--- src/rtl/sc_gametimer_reloj_if.sv ---
// Control and status bundle between the game timer and its user.
// master drives the player/game controls, slave is the timer itself.
interface sc_gametimer_reloj_if;
   logic       start_InLow;
   logic       pause_InHigh;
   logic       lost_InHigh;
   logic       clear_InHigh;
   logic [7:0] reloj_Out;
   logic       tick_Out;
   logic       wrap_Out;
   logic       running_Out;
   logic       frozen_Out;
   logic [1:0] state_dbg;

   // No valid/ready handshake: controls are levels sampled every clock,
   // status outputs are registered and valid every cycle after reset.
   modport master (
      output start_InLow, pause_InHigh, lost_InHigh, clear_InHigh,
      input  reloj_Out, tick_Out, wrap_Out, running_Out, frozen_Out, state_dbg
   );

   modport slave (
      input  start_InLow, pause_InHigh, lost_InHigh, clear_InHigh,
      output reloj_Out, tick_Out, wrap_Out, running_Out, frozen_Out, state_dbg
   );
endinterface

--- src/rtl/sc_gametimer_reloj.sv ---
// Game time counter: a start-button release launches a prescaled count 0..MAX_COUNT
// that can be paused, frozen when the game is lost, and cleared back to idle.
module sc_gametimer_reloj #(
   parameter int unsigned PRESCALE  = 12500000,
   parameter int unsigned MAX_COUNT = 159
) (
   input  logic                    SC_STATEMACHINE_MULTX_CLOCK_50,
   input  logic                    SC_STATEMACHINE_MULTX_RESET_InHigh,
   sc_gametimer_reloj_if.slave     bus
);
   localparam int unsigned PW         = (PRESCALE > 1) ? $clog2(PRESCALE) : 1;
   localparam logic [PW-1:0] PRE_LAST = PW'(PRESCALE - 1);
   localparam logic [7:0] RELOJ_LAST  = 8'(MAX_COUNT);

   typedef enum logic [1:0] {
      IDLE   = 2'd0,
      RUN    = 2'd1,
      PAUSE  = 2'd2,
      FROZEN = 2'd3
   } state_t;

   state_t          state_q, state_d;
   logic [PW-1:0]   pre_q, pre_d;
   logic [7:0]      reloj_q, reloj_d;
   logic            tick_q, tick_d;
   logic            wrap_q, wrap_d;
   logic            sync1_q, sync2_q, sync_prev_q;
   logic            release_edge;

   // Flops idle high so a button held through reset never looks like a release.
   always_ff @(posedge SC_STATEMACHINE_MULTX_CLOCK_50 or posedge SC_STATEMACHINE_MULTX_RESET_InHigh) begin
      if (SC_STATEMACHINE_MULTX_RESET_InHigh) begin
         sync1_q     <= 1'b1;
         sync2_q     <= 1'b1;
         sync_prev_q <= 1'b1;
      end else begin
         sync1_q     <= bus.start_InLow;
         sync2_q     <= sync1_q;
         sync_prev_q <= sync2_q;
      end
   end

   assign release_edge = sync2_q & ~sync_prev_q;

   always_ff @(posedge SC_STATEMACHINE_MULTX_CLOCK_50 or posedge SC_STATEMACHINE_MULTX_RESET_InHigh) begin
      if (SC_STATEMACHINE_MULTX_RESET_InHigh) begin
         state_q <= IDLE;
         pre_q   <= '0;
         reloj_q <= '0;
         tick_q  <= 1'b0;
         wrap_q  <= 1'b0;
      end else begin
         state_q <= state_d;
         pre_q   <= pre_d;
         reloj_q <= reloj_d;
         tick_q  <= tick_d;
         wrap_q  <= wrap_d;
      end
   end

   always_comb begin
      state_d = state_q;
      pre_d   = pre_q;
      reloj_d = reloj_q;
      tick_d  = 1'b0;
      wrap_d  = 1'b0;
      if (bus.clear_InHigh) begin
         state_d = IDLE;
         pre_d   = '0;
         reloj_d = '0;
      end else begin
         case (state_q)
            IDLE: begin
               pre_d   = '0;
               reloj_d = '0;
               if (release_edge) state_d = RUN;
            end
            RUN: begin
               if (bus.lost_InHigh) begin
                  state_d = FROZEN;
               end else if (bus.pause_InHigh) begin
                  state_d = PAUSE;
               end else if (pre_q == PRE_LAST) begin
                  pre_d  = '0;
                  tick_d = 1'b1;
                  // >= keeps the count bounded even from an out-of-range value.
                  if (reloj_q >= RELOJ_LAST) begin
                     reloj_d = '0;
                     wrap_d  = 1'b1;
                  end else begin
                     reloj_d = reloj_q + 8'd1;
                  end
               end else begin
                  pre_d = pre_q + 1'b1;
               end
            end
            PAUSE: begin
               if (bus.lost_InHigh)        state_d = FROZEN;
               else if (!bus.pause_InHigh) state_d = RUN;
            end
            FROZEN: begin
               state_d = FROZEN;
            end
            default: begin
               state_d = IDLE;
               pre_d   = '0;
               reloj_d = '0;
            end
         endcase
      end
   end

   assign bus.reloj_Out   = reloj_q;
   assign bus.tick_Out    = tick_q;
   assign bus.wrap_Out    = wrap_q;
   assign bus.running_Out = (state_q == RUN);
   assign bus.frozen_Out  = (state_q == FROZEN);
   assign bus.state_dbg   = state_q;
endmodule

--- src/flat_wrapper.sv ---
// flat-port wrapper written by rule: the top's interface ports become plain ports
module sc_gametimer_reloj_flat 
#(
   parameter int unsigned PRESCALE  = 12500000,
   parameter int unsigned MAX_COUNT = 159
)
  (SC_STATEMACHINE_MULTX_CLOCK_50, SC_STATEMACHINE_MULTX_RESET_InHigh, bus_start_InLow, bus_pause_InHigh, bus_lost_InHigh, bus_clear_InHigh, bus_reloj_Out, bus_tick_Out, bus_wrap_Out, bus_running_Out, bus_frozen_Out, bus_state_dbg);
  sc_gametimer_reloj_if bus_i ();
  input  logic SC_STATEMACHINE_MULTX_CLOCK_50;
  input  logic SC_STATEMACHINE_MULTX_RESET_InHigh;
  input wire logic [$bits(bus_i.start_InLow)-1:0] bus_start_InLow;
  input wire logic [$bits(bus_i.pause_InHigh)-1:0] bus_pause_InHigh;
  input wire logic [$bits(bus_i.lost_InHigh)-1:0] bus_lost_InHigh;
  input wire logic [$bits(bus_i.clear_InHigh)-1:0] bus_clear_InHigh;
  output wire logic [$bits(bus_i.reloj_Out)-1:0] bus_reloj_Out;
  output wire logic [$bits(bus_i.tick_Out)-1:0] bus_tick_Out;
  output wire logic [$bits(bus_i.wrap_Out)-1:0] bus_wrap_Out;
  output wire logic [$bits(bus_i.running_Out)-1:0] bus_running_Out;
  output wire logic [$bits(bus_i.frozen_Out)-1:0] bus_frozen_Out;
  output wire logic [$bits(bus_i.state_dbg)-1:0] bus_state_dbg;
  assign bus_i.start_InLow = bus_start_InLow;
  assign bus_i.pause_InHigh = bus_pause_InHigh;
  assign bus_i.lost_InHigh = bus_lost_InHigh;
  assign bus_i.clear_InHigh = bus_clear_InHigh;
  assign bus_reloj_Out = bus_i.reloj_Out;
  assign bus_tick_Out = bus_i.tick_Out;
  assign bus_wrap_Out = bus_i.wrap_Out;
  assign bus_running_Out = bus_i.running_Out;
  assign bus_frozen_Out = bus_i.frozen_Out;
  assign bus_state_dbg = bus_i.state_dbg;
  sc_gametimer_reloj #(.PRESCALE(PRESCALE), .MAX_COUNT(MAX_COUNT)) u_core (.SC_STATEMACHINE_MULTX_CLOCK_50(SC_STATEMACHINE_MULTX_CLOCK_50), .SC_STATEMACHINE_MULTX_RESET_InHigh(SC_STATEMACHINE_MULTX_RESET_InHigh), .bus(bus_i));
endmodule
--- config.mk ---
export PLATFORM = sky130hd
export DESIGN_NAME = sc_gametimer_reloj_flat
export DESIGN_NICKNAME = d
export VERILOG_FILES = /design/src/rtl/sc_gametimer_reloj_if.sv /design/src/rtl/sc_gametimer_reloj.sv /design/src/flat_wrapper.sv
export SDC_FILE = /design/constraint.sdc
export NUM_CORES = 1
export LEC_CHECK = 0
export CORE_ASPECT_RATIO = 1.5
export CORE_MARGIN = 3
export CORE_UTILIZATION = 45
export CTS_CLUSTER_DIAMETER = 200
export CTS_CLUSTER_SIZE = 10
export DETAILED_ROUTE_END_ITERATION = 10
export GPL_TIMING_DRIVEN = 0
export PLACE_DENSITY = 0.71
export SLEW_MARGIN = 5
export SYNTH_ARGS = -nofsm -noshare
export SYNTH_HDL_FRONTEND = slang
export SYNTH_SLANG_ARGS = --single-unit
export TNS_END_PERCENT = 100
--- constraint.sdc ---
create_clock -name SC_STATEMACHINE_MULTX_CLOCK_50 -period 2.9 [get_ports SC_STATEMACHINE_MULTX_CLOCK_50]
set_input_delay 0.87 -clock SC_STATEMACHINE_MULTX_CLOCK_50 [delete_from_list [all_inputs] [get_ports SC_STATEMACHINE_MULTX_CLOCK_50]]
set_output_delay 0.87 -clock SC_STATEMACHINE_MULTX_CLOCK_50 [all_outputs]
set_load 0.01 [all_outputs]
==> impl_metrics.ini <==
[yosys]
synth_cell_types = 42
yosys-top-cells-count = nor2_1 (37), dfrtp_1 (36), xnor2_1 (20), nand3_1 (17), nand2_1 (12)
syn_inst = 228
synth_seq_cells = 39
synth.most_common_cell = nor2_1
yosys_warnings = 0
synthesis.area_mm2 = 0.00212
synthTopCellsByArea = dfrtp_1 (42%), xnor2_1 (8.3%), nor2_1 (6.5%), nand3_1 (4.0%), dfstp_2 (3.7%)
ys_seq_area_frac = 0.462
synth_edf_count = 0
synth_area_per_cell_um2 = 9.30
synth_top_cell_by_area = dfrtp_1
dominantRegCellSynth = dfrtp_1
async_flop_share = 1.00
synth_top_area_frac = 0.425
syn_nets = 236

[timing]
setup_slack_ps = 194
rsz0062_at_grt = no
relSlewSlack = 0.436
worst_slew_pin_slew_ps = 843
clock.fmax_mhz = 369
finalMaxSlewViolations = 0
skew_ps = 7.98
whs_ps = 357
setup_viol = 0
finalHoldViolCount = 0
fin_crit_ps = 2710
period_share = 0.933

[routing]
routedWlPerCell_um = 13.9
avgViaCountPerCell = 5.34
wl_um = 4390
drc = 0
dr_total_vias = 1693
drt-pass1-iter-count = 6
drt_iter0_drc = 92
ant_nets = 0

[power]
p_per_area_mw_per_mm2 = 407
leakage_nw = 0.920
peakVddDrop_uv = 246

[worst_setup_path]
worstSetupEndpointType = output port
reg2reg_slack_ps = 650
reg2reg_depth = 7
critPathMaxFanout = 11
cp.required_ps = 2030
timing.critical_path.to = bus_frozen_Out
crit_start = u_core.bus.state_dbg[1]
slowest_delay_ps = 550
reg2reg_to = u_core.pre_q[8]
critPathLaunchType = register
r2r-start = u_core.pre_q[8]
slowest_stage = dfrtp_1
arrival_ps = 1840
cp_cell_sequence = clkbuf_2, and2_1, clkdlybuf4s50_1
critPathKind = reg2out

[cts]
post-cts-setup-buffers = 0
h-tree-depth = 2
cts_tree = built
cts.reportedPaths.clkPinSlew_ps = 70
cts_max_path_buffers = 2
cts.repair.resized = 1
hold_buffers = 0
cts_root_buffer = clkbuf_8
cts_num_sinks = 39
clock_latency_ps = 290
cts_buffers = 5

[grt]
grt_max_degree = 40
grt_util_met2 = 0.296
grt_remaining_overflow = 0
grt_pass1_vias = 1711
use_met1 = 0.213
met3_usage = 0.0345
antenna_found_initial = 0
grt_pass1_wl_um = 7700
grt_usage = 0.178
grt_busiest_layer = met2

[layout]
diodes = 0
synthToLayoutAreaGrowth_pct = 16.0
fin_util = 0.542
final_design_area_no_fill_mm2 = 0.00246
fin_cells = 317
drive_gt1_frac = 0.0949
nNetsFinal = 260

[floorplan]
rows = 30
die_x_um = 62.1
core_area_mm2 = 0.00454
start_util = 0.467
die_area_mm2 = 0.00559
ios = 20
die_h_um = 90.1

[placement]
postPlaceCellArea_mm2 = 0.00238
placedCellCount = 310
gp_congestion = 0.896
pre_cts_ws_ps = -13.0
hpwl_um = 3160
io_buffers = 18

[outcome]
status = finished clean

[min_path]
hold_path_class = reg2reg

[run]
maxCapViolations = 0
layout make-up:
cell class / count / area [µm²]
fillers: 420 / 2080
multi-input cells: 170 / 1060
flip-flops and latches: 39 / 980
repair buffers: 18 / 180
well taps: 64 / 80.1
clock buffers: 7 / 76.3
plain buffers: 8 / 42.5
inverters: 10 / 37.5
clock inverters: 1 / 5.00
flip-flops by register name, summed over array words and instances (netlist names):
signal and count:
u_core.pre_q 24, u_core.bus.tick_Out 1, u_core.sync2_q 1, u_core.bus.wrap_Out 1, u_core.sync_prev_q 1, u_core.bus.reloj_Out 8
u_core.sync1_q 1, u_core.bus.state_dbg 2
worst min path at each step:
stage,startpoint,end,slack [ps],depth (start not counted)
floorplan,u_core.sync1_q,u_core.sync2_q,350,0
CTS,u_core.sync1_q,u_core.sync2_q,360,0
finish,u_core.sync1_q,u_core.sync2_q,360,0
global placement,u_core.sync1_q,u_core.sync2_q,350,0
detailed placement,u_core.sync1_q,u_core.sync2_q,350,0
global route,u_core.sync1_q,u_core.sync2_q,360,0
critical path, delay by kind of cell, from the launching register on:
family	cells	cell delay, ps
buffers and inverters	2	830
DFF	1	550
and+or+nand+nor	1	170
power breakdown:
group          leakage [nW]  internal [W]  switching [W]
clock network        0.0422      0.000169       0.000182
logic                 0.345     0.0000314      0.0000563
registers             0.533      0.000552      0.0000103
cells in the final DEF (no fill, tap or decap), types with 2 or more instances in the layout:
| cell | n |
|---|---|
| inv_1 | 9 |
| clkbuf_8 | 5 |
| clkdlybuf4s50_1 | 18 |
| nor2_1 | 37 |
| dfrtp_1 | 36 |
| nor3_1 | 11 |
| xnor2_1 | 20 |
| ha_1 | 2 |
| o31ai_1 | 2 |
| a31o_2 | 2 |
| nand2_1 | 12 |
| a31oi_1 | 6 |
| nor4_1 | 4 |
| and3_1 | 4 |
| mux2i_1 | 3 |
| buf_2 | 3 |
| nand2b_1 | 3 |
| nand3_1 | 17 |
| a21oi_1 | 7 |
| nand4_1 | 5 |
| dfstp_2 | 3 |
| clkbuf_1 | 5 |
| or4_1 | 4 |
| o21ai_0 | 4 |
| nor2b_1 | 3 |
| o31a_1 | 2 |
| and4_1 | 5 |
| xor2_1 | 2 |
stage by stage:
stage,setup TNS [ps],power [W]
detailed placement,-13.0,0.000662
global route,0,0.00105
CTS,0,0.00101
global placement,0,0.000660
finish,0,0.00100
floorplan,0,0.000626
kinds of logic (layout without fill, tap and decap cells):
group                      count (synthesis)  count (layout)  synth area share
xor gates and xnor gates                  22              22            0.0909
AOI/OAI and AO/OA                         29              29            0.0903
buffers and inverters                     19              44            0.0389
and+or+nand+nor                          114             114             0.292
muxes                                      3               3            0.0142
DFF                                       39              39             0.462
adders and majority gates                  2               2            0.0118
layer usage:
metal | vias up | routed length, µm
met5 | - | 0
met4 | 0 | 91
met3 | 10 | 99
met2 | 24 | 2340
met1 | 804 | 1860
li1 | 855 | -
No activity file was read; power rests on OpenSTA's default activity.
